<file path="config.mk">
export PLATFORM = sky130hd
export DESIGN_NAME = ahblite_interconnect
export DESIGN_NICKNAME = d
export VERILOG_FILES = /design/src/rtl/ahblite_interconnect.sv
export SDC_FILE = /design/constraint.sdc
export NUM_CORES = 1
export LEC_CHECK = 0
export BUFFER_PORTS_ARGS = -buffer_cell sky130_fd_sc_hd__buf_2
export CAP_MARGIN = 20
export CORE_AREA = 2 2 82 84
export CTS_BUF_LIST = sky130_fd_sc_hd__clkbuf_16
export DETAILED_ROUTE_END_ITERATION = 12
export DIE_AREA = 0 0 84 86
export PLACE_DENSITY = 0.65
export SKIP_LAST_GASP = 1
export SLEW_MARGIN = 10
export SYNTH_ARGS = -nofsm -noshare
export SYNTH_HDL_FRONTEND = slang
export SYNTH_SLANG_ARGS = --single-unit
</file>
<file path="constraint.sdc">
create_clock -name HCLK -period 2 [get_ports HCLK]
set_input_delay 0.1 -clock HCLK [delete_from_list [all_inputs] [get_ports HCLK]]
set_output_delay 0.1 -clock HCLK [all_outputs]
set_load 0.01 [all_outputs]
</file>
<file path="src/rtl/ahblite_interconnect.sv">
// AHB-Lite single-master interconnect: address decode to four slaves plus an
// internal default slave, with a data-phase select register for response muxing.
module ahblite_interconnect #(
  parameter logic [7:0] S0_BASE = 8'h00,
  parameter logic [7:0] S1_BASE = 8'h20,
  parameter logic [7:0] S2_BASE = 8'h40,
  parameter logic [7:0] S3_BASE = 8'h50
) (
  input  logic        HCLK,
  input  logic        HRESETn,
  input  logic [31:0] HADDR,
  input  logic [1:0]  HTRANS,
  output logic        HSEL_S0,
  output logic        HSEL_S1,
  output logic        HSEL_S2,
  output logic        HSEL_S3,
  input  logic        HREADYOUT_S0,
  input  logic        HREADYOUT_S1,
  input  logic        HREADYOUT_S2,
  input  logic        HREADYOUT_S3,
  input  logic [31:0] HRDATA_S0,
  input  logic [31:0] HRDATA_S1,
  input  logic [31:0] HRDATA_S2,
  input  logic [31:0] HRDATA_S3,
  input  logic        HRESP_S0,
  input  logic        HRESP_S1,
  input  logic        HRESP_S2,
  input  logic        HRESP_S3,
  output logic        HREADY,
  output logic [31:0] HRDATA,
  output logic        HRESP
);

  typedef enum logic [2:0] {
    SEL_S0 = 3'd0,
    SEL_S1 = 3'd1,
    SEL_S2 = 3'd2,
    SEL_S3 = 3'd3,
    SEL_DS = 3'd4
  } sel_e;

  typedef enum logic [1:0] {
    DS_IDLE = 2'd0,
    DS_ERR1 = 2'd1,
    DS_ERR2 = 2'd2
  } ds_state_e;

  sel_e      dec_s;
  sel_e      dpsel_r;
  ds_state_e ds_state_r;
  ds_state_e ds_next_s;
  logic      ds_req_s;
  logic      ds_ready_s;
  logic      ds_resp_s;
  logic      hready_s;
  logic      hresp_s;
  logic [31:0] hrdata_s;

  // Priority chain guarantees a single select even if two bases overlap
  always_comb begin
    dec_s = SEL_DS;
    if (HADDR[31:24] == S0_BASE) begin
      dec_s = SEL_S0;
    end else if (HADDR[31:24] == S1_BASE) begin
      dec_s = SEL_S1;
    end else if (HADDR[31:24] == S2_BASE) begin
      dec_s = SEL_S2;
    end else if (HADDR[31:24] == S3_BASE) begin
      dec_s = SEL_S3;
    end else begin
      dec_s = SEL_DS;
    end
  end

  assign HSEL_S0 = (dec_s == SEL_S0);
  assign HSEL_S1 = (dec_s == SEL_S1);
  assign HSEL_S2 = (dec_s == SEL_S2);
  assign HSEL_S3 = (dec_s == SEL_S3);

  // Only NONSEQ/SEQ to an unmapped address earns an ERROR; IDLE/BUSY stay OKAY
  assign ds_req_s = (dec_s == SEL_DS) && HTRANS[1];

  // Data-phase select follows the decode only when the current transfer completes
  always_ff @(posedge HCLK or negedge HRESETn) begin
    if (!HRESETn) begin
      dpsel_r <= SEL_DS;
    end else if (hready_s) begin
      dpsel_r <= dec_s;
    end else begin
      dpsel_r <= dpsel_r;
    end
  end

  // Default-slave state register
  always_ff @(posedge HCLK or negedge HRESETn) begin
    if (!HRESETn) begin
      ds_state_r <= DS_IDLE;
    end else begin
      ds_state_r <= ds_next_s;
    end
  end

  // Default-slave next state and its two-cycle ERROR response
  always_comb begin
    ds_next_s  = DS_IDLE;
    ds_ready_s = 1'b1;
    ds_resp_s  = 1'b0;
    case (ds_state_r)
      DS_IDLE: begin
        ds_ready_s = 1'b1;
        ds_resp_s  = 1'b0;
        if (hready_s && ds_req_s) begin
          ds_next_s = DS_ERR1;
        end else begin
          ds_next_s = DS_IDLE;
        end
      end
      DS_ERR1: begin
        ds_ready_s = 1'b0;
        ds_resp_s  = 1'b1;
        ds_next_s  = DS_ERR2;
      end
      DS_ERR2: begin
        ds_ready_s = 1'b1;
        ds_resp_s  = 1'b1;
        if (ds_req_s) begin
          ds_next_s = DS_ERR1;
        end else begin
          ds_next_s = DS_IDLE;
        end
      end
      default: begin
        ds_ready_s = 1'b1;
        ds_resp_s  = 1'b0;
        ds_next_s  = DS_IDLE;
      end
    endcase
  end

  // Response mux driven purely from the registered data-phase select
  always_comb begin
    hready_s = 1'b1;
    hresp_s  = 1'b0;
    hrdata_s = 32'h0000_0000;
    case (dpsel_r)
      SEL_S0: begin
        hready_s = HREADYOUT_S0;
        hresp_s  = HRESP_S0;
        hrdata_s = HRDATA_S0;
      end
      SEL_S1: begin
        hready_s = HREADYOUT_S1;
        hresp_s  = HRESP_S1;
        hrdata_s = HRDATA_S1;
      end
      SEL_S2: begin
        hready_s = HREADYOUT_S2;
        hresp_s  = HRESP_S2;
        hrdata_s = HRDATA_S2;
      end
      SEL_S3: begin
        hready_s = HREADYOUT_S3;
        hresp_s  = HRESP_S3;
        hrdata_s = HRDATA_S3;
      end
      SEL_DS: begin
        hready_s = ds_ready_s;
        hresp_s  = ds_resp_s;
        hrdata_s = 32'h0000_0000;
      end
      default: begin
        hready_s = 1'b1;
        hresp_s  = 1'b0;
        hrdata_s = 32'h0000_0000;
      end
    endcase
  end

  assign HREADY = hready_s;
  assign HRESP  = hresp_s;
  assign HRDATA = hrdata_s;

endmodule

</file>
* Yosys cells after proc, flatten, opt, wreduce, memory -nomap -nowiden
Cells that the tools add are included.
Storage, ports and cells: flip-flop bits (word level) 5, logic and storage cells 34
Cells by class: equality and inequality tests 13, mux-type cells 12, reductions and logical operators 7
Operators by type and width (count):
- case mux 32 bit (4 select lines) | 1
- == test 8 x 7 -> 1 bit, second input constant | 2
- == test 3 x 2 -> 1 bit, second input constant | 4
- two-way mux 3 bit | 4
- case mux 1 bit (5 select lines) | 2
- == test 8 x 6 -> 1 bit, second input constant | 1
- logical NOT 8 bit | 1
- == test 3 x 1 -> 1 bit, second input constant | 2
- == test 3 bit, second input constant | 2
- logical NOT 3 bit | 2
- case mux 2 bit (3 select lines) | 1
- two-way mux 1 bit | 4
- == test 2 x 1 -> 1 bit, second input constant | 1
- == test 2 bit, second input constant | 1
- logical AND 1 bit | 2
- logical NOT 2 bit | 1
- OR reduction 2 bit | 1

* Longest topological paths before layout
Gate-level depths: netlist of the first run.
depth after elaboration 10, depth in mapped cells 6, mapped depth without buffers 6

* Worst setup path after synthesis of the first run
OpenSTA, ideal clock, no wires.
path type reg-to-output, start point reg dpsel_r[2], end point out HRDATA[10], arrival 1296 ps, slack 604 ps, cell stages (with the launch flop) 7, path through dfstp_2 > nor2_1 > and2_1 > buf_6 > buf_6 > a22oi_1 > nand2_1
Between the ends: longest elaborated chain between the ends 2, elaborated cells between the ends (all ways) 5, those cells by class eq/ne (3); mux (1); reduce/logical (1)
RTL lines:
- start, declared | RTL line 49 | sel_e dpsel_r;
- start signal, assigned | RTL line 88 | dpsel_r <= dec_s;
- start signal, assigned | RTL line 90 | dpsel_r <= dpsel_r;
- == test 3 x 2 -> 1 bit (tied with other cells) | RTL line 145 | case (dpsel_r)
- case mux 32 bit (4 select lines) * | RTL line 145
- end, declared | RTL line 30 | output logic [31:0] HRDATA,
Mark *: on every way between the ends. The rest lies on a longest branch, timed or not.

* Worst setup path in the final report of the first run
start point reg dpsel_r[2], end point out HRDATA[24]
The elaborated chain is that of the path after synthesis.

==> impl_metrics.py, run 1 <==
metrics = {
    "logic_synthesis": {
        "avgSynthCellArea_um2": 7.10,
        "synthesis.area_mm2": 0.00118,
        "synth-seq-area-share": 0.107,
        "synth_cells": 166,
        "synth-seq-cells": 5,
        "syn-num-nets": 342,
        "yosysWarningCount": 0,
        "synth_cell_type_count": 27,
    },
    "worst_setup_path": {
        "worstSetupPathType": "register to primary output",
        "start_kind": "register",
        "cp-end-kind": "primary output",
        "slowest_delay_ps": 550,
        "crit_path_top_delay_cell": "dfstp_2",
        "cp_data_required_time_ps": 1900,
        "arrival_ps": 1780,
        "path_cells": "nor2b_1 -> buf_4 -> and2_1 -> buf_4 -> a22oi_1 -> nand2_1 -> buf_2",
        "worst-path-buf-inv": 3,
        "cpMostUsedCell": "buf_4",
        "crit_fanout": 18,
        "critical-path-top-delay-family": "flip-flops",
    },
    "global_route": {
        "grt_pass1_wl_um": 8130,
        "grt_pass1_vias": 1857,
        "track_usage": 0.134,
        "antenna_found_initial": 0,
        "grt_max_degree": 21,
        "grt_overflow": 0,
    },
    "final_layout": {
        "final_cell_mix": "184 x buf_2, 65 x a22oi_1, 37 x nand2_1",
        "drive_above_1_share": 0.591,
        "instances_no_fill": 429,
        "fin_nets": 529,
        "final_common_cell": "buf_2",
        "n_antenna_cell": 0,
        "design_area_mm2": 0.00228,
        "syn2layout_area_growth_pct": 93.6,
    },
    "timing": {
        "skew_ps": 1.35,
        "slew_headroom": 0.738,
        "max_freq_ghz": 0.531,
        "rsz0062_at_grt": "no",
        "setup_tns_ps": 0,
        "holdWs_ps": 194,
        "max_slew.worst_pin.slew_ps": 393,
        "hold_violations": 0,
        "min_period_ps": 1880,
        "finalSetupViolations": 0,
        "fin_crit_sh": 0.941,
        "slew_violations": 0,
    },
    "route": {
        "first_iter_violations": 65,
        "vias_per_cell": 4.75,
        "vias": 2038,
        "ant_nets": 0,
        "remaining_drc_errors": 0,
        "routed_wl_um": 5390,
        "avgRoutedWirePerCell_um": 12.6,
        "drt_first_pass_iters": 4,
    },
    "clock_tree": {
        "clk_latency_ps": 230,
        "numCtsBuffers": 3,
        "htreeDepth": 1,
        "cts_num_sinks": 5,
        "cts.clk_slew.worst_paths_ps": 30,
        "cts_tree": "done",
        "cts_root_buffer": "clkbuf_16",
        "clockBufferDepth": 2,
    },
    "die": {
        "core_mm2": 0.00628,
        "die_area_mm2": 0.00722,
        "die_x_um": 84,
        "die_h_um": 86,
        "ioPinCount": 210,
        "start_util": 0.188,
        "rows": 29,
    },
    "placed_design": {
        "io_buffers": 184,
        "gp_congestion": 0.771,
        "dp.cells": 421,
        "post_dp_cell_area_mm2": 0.00217,
        "hpwlAfterDp_um": 4330,
    },
    "flow_run": {
        "drv_cap": 0,
    },
    "pwr": {
        "p_leak_nw": 1.37,
        "power_density_mw_per_mm2": 365,
        "ir_drop_v": 0.000364,
    },
    "outcome": {
        "status": "complete, no violations",
    },
    "min_path": {
        "hold_path_class": "primary input to register",
    },
}
-- worst reg2reg max path: cells and delay by family, from the launching register on --
family / cells / cell delay, ps
multiplexers: 1 / 320
buffers and inverters: 2 / 170
flip-flops: 1 / 550
AO/OA/AOI/OAI: 2 / 340
-- cell type report --
cell class	count	area (µm²)
multi-input cells	141	925
repair buffers	198	1040
clock inverters	1	3.75
well taps	77	96.3
fillers	670	4000
flip-flops and latches	5	126
inverters	4	15.0
clock buffers	3	75.1
-- power breakdown --
part / total [mW] / internal (mW) / leakage [nW] / switching (mW)
clock network: 0.327 / 0.259 / 0.0423 / 0.0677
registers: 0.138 / 0.121 / 0.0643 / 0.0177
logic: 0.368 / 0.202 / 1.26 / 0.166
total: 0.833 / 0.582 / 1.37 / 0.252
-- state kept, by name, indices dropped and copies added, names as in the netlist --
signal,cells
ds_state_r,2
dpsel_r,3
-- metal layers --
layer  vias to the layer above  track usage  routed length [µm]
met2                       125        0.255                2750
met5                         -            0                   0
li1                       1011            -                   -
met1                       898        0.148                2010
met4                         0       0.0396                  34
met3                         4       0.0327                 586
-- worst paths after layout --
path                          startpoint             to  slack, ps  cells past startpoint
max                           dpsel_r[2]     HRDATA[24]        120                      7
min                         HREADYOUT_S1     dpsel_r[1]        190                      3
max reg2reg                   dpsel_r[2]     dpsel_r[0]        500                      5
min reg2reg                ds_state_r[0]  ds_state_r[1]        650                      1
max in group asynchronous        HRESETn     dpsel_r[2]       1570                      2
min in group asynchronous        HRESETn     dpsel_r[0]        220                      2
-- Yosys cell counts --
| cell type | number | share of area |
|---|---|---|
| buf_6 | 8 | 0.076 |
| nor4_1 | 1 | 0.0053 |
| nand3b_1 | 1 | 0.0064 |
| o21ai_0 | 2 | 0.0085 |
| dfstp_2 | 1 | 0.022 |
| dfrtp_1 | 4 | 0.085 |
| nand3_1 | 3 | 0.013 |
| o211ai_2 | 2 | 0.021 |
| mux2_2 | 1 | 0.0096 |
| nor2b_1 | 4 | 0.021 |
| o211ai_1 | 1 | 0.0064 |
| nor3_1 | 1 | 0.0042 |
| mux2_4 | 2 | 0.025 |
| buf_2 | 5 | 0.021 |
| nor3_2 | 1 | 0.0085 |
| nand2b_1 | 1 | 0.0053 |
| o22ai_1 | 1 | 0.0053 |
| inv_1 | 4 | 0.013 |
| nor2_1 | 8 | 0.025 |
| a31oi_1 | 1 | 0.0053 |
| mux2i_1 | 1 | 0.0085 |
| and2_1 | 2 | 0.011 |
| a21oi_1 | 2 | 0.0085 |
| nand2_1 | 37 | 0.12 |
| ha_1 | 4 | 0.042 |
| clkbuf_1 | 3 | 0.0096 |
| a22oi_1 | 65 | 0.41 |
-- timing repair --
action	4_1_cts	5_1_grt
cloned	0	0
resized for setup	1	0
setup buffers	0	3
hold endpoints to repair	5	0
hold buffers	1	0
setup endpoints to repair	20	11
-- cell families (layout without fill, tap and decap cells) --
| group | Yosys count | after routing | synth area share |
|---|---|---|---|
| adder cells (fa/ha/maj) | 4 | 4 | 0.0425 |
| flip-flops | 5 | 5 | 0.107 |
| AND/OR/NAND/NOR | 59 | 59 | 0.218 |
| multiplexers | 4 | 4 | 0.0435 |
| AO/OA/AOI/OAI | 74 | 74 | 0.469 |
| buffers and inverters | 20 | 206 | 0.120 |
-- per-stage QoR --
stage,total power [mW],setup WS (ps),utilization
6_report,0.833,118,0.364
5_1_grt,0.899,33.3,0.364
4_1_cts,0.842,32.6,0.360
3_5_place_dp,0.506,191,0.345
3_3_place_gp,0.497,206,0.345
2_1_floorplan,0.297,604,-
(Power assumes the default switching activity.)
==> inputs of run 2 (changes only) <==
==> constraint.sdc (replaced) <==
create_clock -name HCLK -period 2 [get_ports HCLK]
set_input_delay 0.3 -clock HCLK [delete_from_list [all_inputs] [get_ports HCLK]]
set_output_delay 0.3 -clock HCLK [all_outputs]
set_load 0.01 [all_outputs]
==> impl_metrics.py, run 2 (synthesized netlist as in run 1, its figures left out) <==
metrics = {
    "timing": {
        "min_period_ps": 1920,
        "slew_headroom": 0.795,
        "hold_violations": 0,
        "postLayoutSetupSlackWorst_ps": 76.0,
        "max_slew.worst_pin.slew_ps": 304,
        "fin_crit_sh": 0.962,
        "finalSetupViolations": 0,
        "max_freq_ghz": 0.520,
        "skew_ps": 1.46,
        "setup_tns_ps": 0,
        "slew_violations": 0,
        "rsz0062_at_grt": "yes",
    },
    "die": {
        "start_util": 0.188,
        "die_area_mm2": 0.00722,
        "ioPinCount": 210,
        "die_h_um": 86,
        "core_mm2": 0.00628,
        "die_x_um": 84,
        "rows": 29,
    },
    "final_layout": {
        "fin_nets": 526,
        "largest_registers": "dpsel_r (3), ds_state_r (2)",
        "final_cell_mix": "184 x buf_2, 50 x a22oi_1, 37 x nand2_1",
        "largest_register_ffs": 3,
        "instances_no_fill": 426,
        "n_antenna_cell": 0,
        "syn2layout_area_growth_pct": 99.5,
        "nFillCells": 674,
        "top_register": "dpsel_r",
        "regArea_um2": 129,
        "drive_above_1_share": 0.639,
        "multi_input_area_mm2": 0.00100,
        "final_common_cell": "buf_2",
    },
    "route": {
        "routed_wl_um": 5400,
        "vias": 2079,
        "vias_per_cell": 4.88,
        "avgRoutedWirePerCell_um": 12.7,
        "ant_nets": 0,
        "first_iter_violations": 58,
        "remaining_drc_errors": 0,
        "drt_first_pass_iters": 4,
    },
    "worst_setup_path": {
        "worst-path-buf-inv": 2,
        "reg2reg_depth": 5,
        "slowest_delay_ps": 540,
        "arrival_ps": 1620,
        "crit_cells": 6,
        "worstSetupPathType": "register to primary output",
        "cp_data_required_time_ps": 1700,
        "start_kind": "register",
        "crit_fanout": 19,
        "path_cells": "nor2_1 -> and2_1 -> buf_6 -> a22oi_2 -> nand2_1 -> buf_2",
        "cp-end-kind": "primary output",
        "critical-path-top-delay-family": "flip-flops",
        "crit_path_top_delay_cell": "dfstp_2",
    },
    "placed_design": {
        "io_buffers": 184,
        "gp_congestion": 0.756,
        "dp.cells": 420,
        "hpwlAfterDp_um": 4360,
        "dp_slack_ps": 145,
    },
    "clock_tree": {
        "numCtsBuffers": 3,
        "cts_tree": "done",
        "cts_num_sinks": 5,
        "cts_root_buffer": "clkbuf_16",
        "cts.clk_slew.worst_paths_ps": 30,
        "clk_latency_ps": 230,
        "clockBufferDepth": 2,
        "htreeDepth": 1,
    },
    "pwr": {
        "p_leak_nw": 1.36,
        "ir_drop_v": 0.000338,
        "power_density_mw_per_mm2": 361,
    },
    "global_route": {
        "track_usage": 0.138,
        "grt_max_degree": 21,
        "grt_pass1_vias": 1926,
        "antenna_found_initial": 0,
        "grt_pass1_wl_um": 8460,
        "grt_overflow": 0,
    },
    "outcome": {
        "status": "complete, no violations",
    },
    "flow_run": {
        "drv_cap": 0,
    },
    "min_path": {
        "hold_path_class": "primary input to register",
        "hold_depth": 4,
    },
}
run 2: cell types whose count changed in the layout (fill, tap and decap cells not counted), moves of 2 or more:
cell	delta
a22oi_1	-15
buf_6	+3
dfrtp_2	+2
buf_4	-6
a22oi_2	+15
dfrtp_1	-2
run 2: final timing paths:
path | startpoint | endpoint | slack (ps)
worst max-delay path | dpsel_r[2] | HRDATA[27] | 80
worst max register to register | dpsel_r[2] | dpsel_r[0] | 430
max in group asynchronous | HRESETn | dpsel_r[2] | 1380
min in group asynchronous | HRESETn | dpsel_r[1] | 420
worst min register to register | ds_state_r[0] | ds_state_r[1] | 640
worst min-delay path | HREADYOUT_S2 | dpsel_r[1] | 410
run 2: what timing repair did:
item / in CTS / in global routing
gates cloned: 0 / 0
setup buffers: 1 / 0
endpoints found under the setup margin: 26 / 33
endpoints found under the hold margin: 4 / 0
hold buffers: 1 / 0
gates resized for setup: 2 / 20
run 2: layer usage:
metal  part of all wire  wire length [µm]  GRT usage
met2               0.52              2830      0.268
met4              0.011                57     0.0396
met5                  0                 0          0
met3               0.11               581     0.0269
met1               0.36              1930      0.153
run 2: power by group:
| group | internal, mW | switching (mW) |
|---|---|---|
| registers | 0.121 | 0.0175 |
| logic | 0.203 | 0.179 |
| clock network | 0.259 | 0.0692 |
run 2: worst min-delay path: stages:
cell and delay (ps):
buf_2 80, mux2i_1 60, nand2_1 90, a21oi_1 70
run 2: stage by stage:
step / power [mW] / cell area, µm² / hold WS [ps] / utilization
after global placement: 0.497 / 2160 / 116 / 0.344
after CTS: 0.845 / 2260 / 400 / 0.360
after detailed placement: 0.511 / 2160 / 119 / 0.344
after floorplan: 0.297 / 1180 / 4.41 / -
final: 0.848 / 2350 / 406 / 0.375
after global routing: 0.913 / 2350 / 432 / 0.375
run 2: final cells by class:
cell class	count	area share
clock inverters	1	0.00160
flip-flops and latches	5	0.0548
multi-input cells	141	0.426
clock buffers	3	0.0319
inverters	4	0.00639
repair buffers	195	0.438
well taps	77	0.0410
==> inputs of run 3 (changes only) <==
- CTS_CLUSTER_DIAMETER: not set -> 30
- REMOVE_ABC_BUFFERS: not set -> 1
==> impl_metrics.py, run 3 (synthesized netlist as in run 1, its figures left out) <==
metrics = {
    "outcome": {
        "status": "complete, no violations",
    },
    "clock_tree": {
        "cts_root_buffer": "clkbuf_16",
        "cts_num_sinks": 5,
        "clk_latency_ps": 230,
        "htreeDepth": 1,
        "clockBufferDepth": 2,
        "cts.clk_slew.worst_paths_ps": 40,
        "cts_tree": "done",
        "numCtsBuffers": 3,
    },
    "placed_design": {
        "hpwlAfterDp_um": 4540,
        "gp_congestion": 0.714,
        "dp.cells": 421,
        "io_buffers": 184,
        "dp_slack_ps": -94.3,
    },
    "pwr": {
        "p_int_mw": 0.612,
        "power_frac_seq": 0.155,
        "p_comb_frac": 0.477,
        "pwr-share-clk": 0.368,
        "p_leak_nw": 1.47,
        "power_density_mw_per_mm2": 337,
        "swShare": 0.315,
        "p_switching_mw": 0.281,
        "ir_drop_v": 0.000300,
    },
    "timing": {
        "hold_violations": 0,
        "fin_crit_sh": 0.991,
        "finalSetupViolations": 0,
        "skew_ps": 6.19,
        "min_period_ps": 1980,
        "setup_tns_ps": 0,
        "postLayoutSetupSlackWorst_ps": 17.6,
        "rsz0062_at_grt": "yes",
        "max_slew.worst_pin.slew_ps": 314,
        "slew_headroom": 0.790,
        "slew_violations": 0,
        "max_freq_ghz": 0.504,
    },
    "worst_setup_path": {
        "crit_path_top_delay_cell": "dfstp_2",
        "reg2reg_depth": 8,
        "r2r-start": "dpsel_r[2]",
        "arrival_ps": 1680,
        "path_cells": "buf_6 -> nor2_4 -> and2_4 -> buf_8 -> a22oi_1 -> nand2_1 -> buf_2",
        "start_kind": "register",
        "crit_fanout": 8,
        "rrSetupSlack_ps": 230,
        "r2r-end": "dpsel_r[2]",
        "cp-end-kind": "primary output",
        "slowest_delay_ps": 550,
        "worstSetupPathType": "register to primary output",
        "cp_data_required_time_ps": 1700,
    },
    "min_path": {
        "worstHoldEndpoint": "dpsel_r[1]",
        "hold_path_class": "primary input to register",
        "hp-start": "HADDR[24]",
        "hold_depth": 4,
    },
    "global_route": {
        "track_usage": 0.144,
        "grt_pass1_wl_um": 8720,
        "grt_max_degree": 22,
        "antenna_found_initial": 0,
        "grt_overflow": 0,
        "grt_pass1_vias": 1894,
    },
    "final_layout": {
        "top_register": "dpsel_r",
        "largest_registers": "dpsel_r (3), ds_state_r (2)",
        "fin_nets": 541,
        "largest_register_ffs": 3,
        "drive_above_1_share": 0.706,
        "final_cell_mix": "182 x buf_2, 37 x nand2_1, 33 x a22oi_2",
        "n_antenna_cell": 0,
        "syn2layout_area_growth_pct": 125,
        "final_common_cell": "buf_2",
        "instances_no_fill": 441,
    },
    "route": {
        "remaining_drc_errors": 0,
        "drt_first_pass_iters": 4,
        "ant_nets": 0,
        "avgRoutedWirePerCell_um": 14.1,
        "vias_per_cell": 4.77,
        "vias": 2103,
        "routed_wl_um": 6230,
        "first_iter_violations": 47,
    },
    "flow_run": {
        "drv_cap": 0,
    },
    "die": {
        "die_x_um": 84,
        "rows": 29,
        "ioPinCount": 210,
        "die_area_mm2": 0.00722,
        "core_mm2": 0.00628,
        "start_util": 0.188,
        "die_h_um": 86,
    },
}
## run 3: cell types whose count changed in the layout (fill, tap and decap cells not counted), moves of 2 or more
cell,before,now
buf_12,1,4
buf_2,184,182
a22oi_1,50,32
clkbuf_16,3,5
a22oi_2,15,33
buf_4,6,16
## run 3: what timing repair did
action / in CTS / in global routing
hold endpoints to repair: 4 / 0
pin swaps: 2 / 46
hold buffers: 1 / 0
setup buffers: 4 / 8
gates cloned: 1 / 2
endpoints found under the setup margin: 32 / 33
resized for setup: 10 / 43
## run 3: area by class of cell
| cell class | count | area, µm² |
|---|---|---|
| fillers | 637 | 3630 |
| repair buffers | 210 | 1230 |
| multi-input cells | 141 | 1100 |
| flip-flops and latches | 5 | 128 |
| well taps | 77 | 96.3 |
| clock buffers | 3 | 75.1 |
| inverters | 4 | 15.0 |
| clock inverters | 1 | 3.75 |
## run 3: worst max-delay path by stage
stage                     depth (start not counted)          to  slack (ps)        from
after floorplan                                   4   HRDATA[0]        -380  dpsel_r[1]
after global placement                            6  HRDATA[18]         -80  dpsel_r[1]
after detailed placement                          6  HRDATA[18]         -90  dpsel_r[1]
after CTS                                         7   HRDATA[4]           4  dpsel_r[0]
after global routing                              8      HREADY         -50  dpsel_r[2]
final                                             7   HRDATA[3]          20  dpsel_r[2]
## run 3: power by group through the flow
stage	Sequential, mW	Combinational (mW)	Clock [mW]
6_report	0.138	0.427	0.329
5_1_grt	0.141	0.475	0.337
4_1_cts	0.139	0.375	0.331
3_5_place_dp	0.140	0.365	0
3_3_place_gp	0.136	0.364	0
2_1_floorplan	0.135	0.161	0
## run 3: critical path: cells and delay by family (launching register included)
kind,cells,cell delay (ps)
DFF,1,550
buffers and inverters,3,420
and+or+nand+nor,3,300
AOI/OAI and AO/OA,1,180
## run 3: through the flow
step / total power [mW] / util / instance area [µm²] / hold WS, ps
floorplan: 0.295 / - / 1050 / 4.41
global placement: 0.500 / 0.345 / 2170 / 122
detailed placement: 0.505 / 0.345 / 2170 / 126
CTS: 0.845 / 0.372 / 2340 / 410
global route: 0.952 / 0.422 / 2650 / 432
finish: 0.893 / 0.422 / 2650 / 399
## run 3: metal layers
| metal | share of wire | GRT usage |
|---|---|---|
| met5 | 0 | 0 |
| met4 | 0.0040 | 0.0249 |
| met3 | 0.077 | 0.0173 |
| met2 | 0.55 | 0.268 |
| met1 | 0.37 | 0.182 |
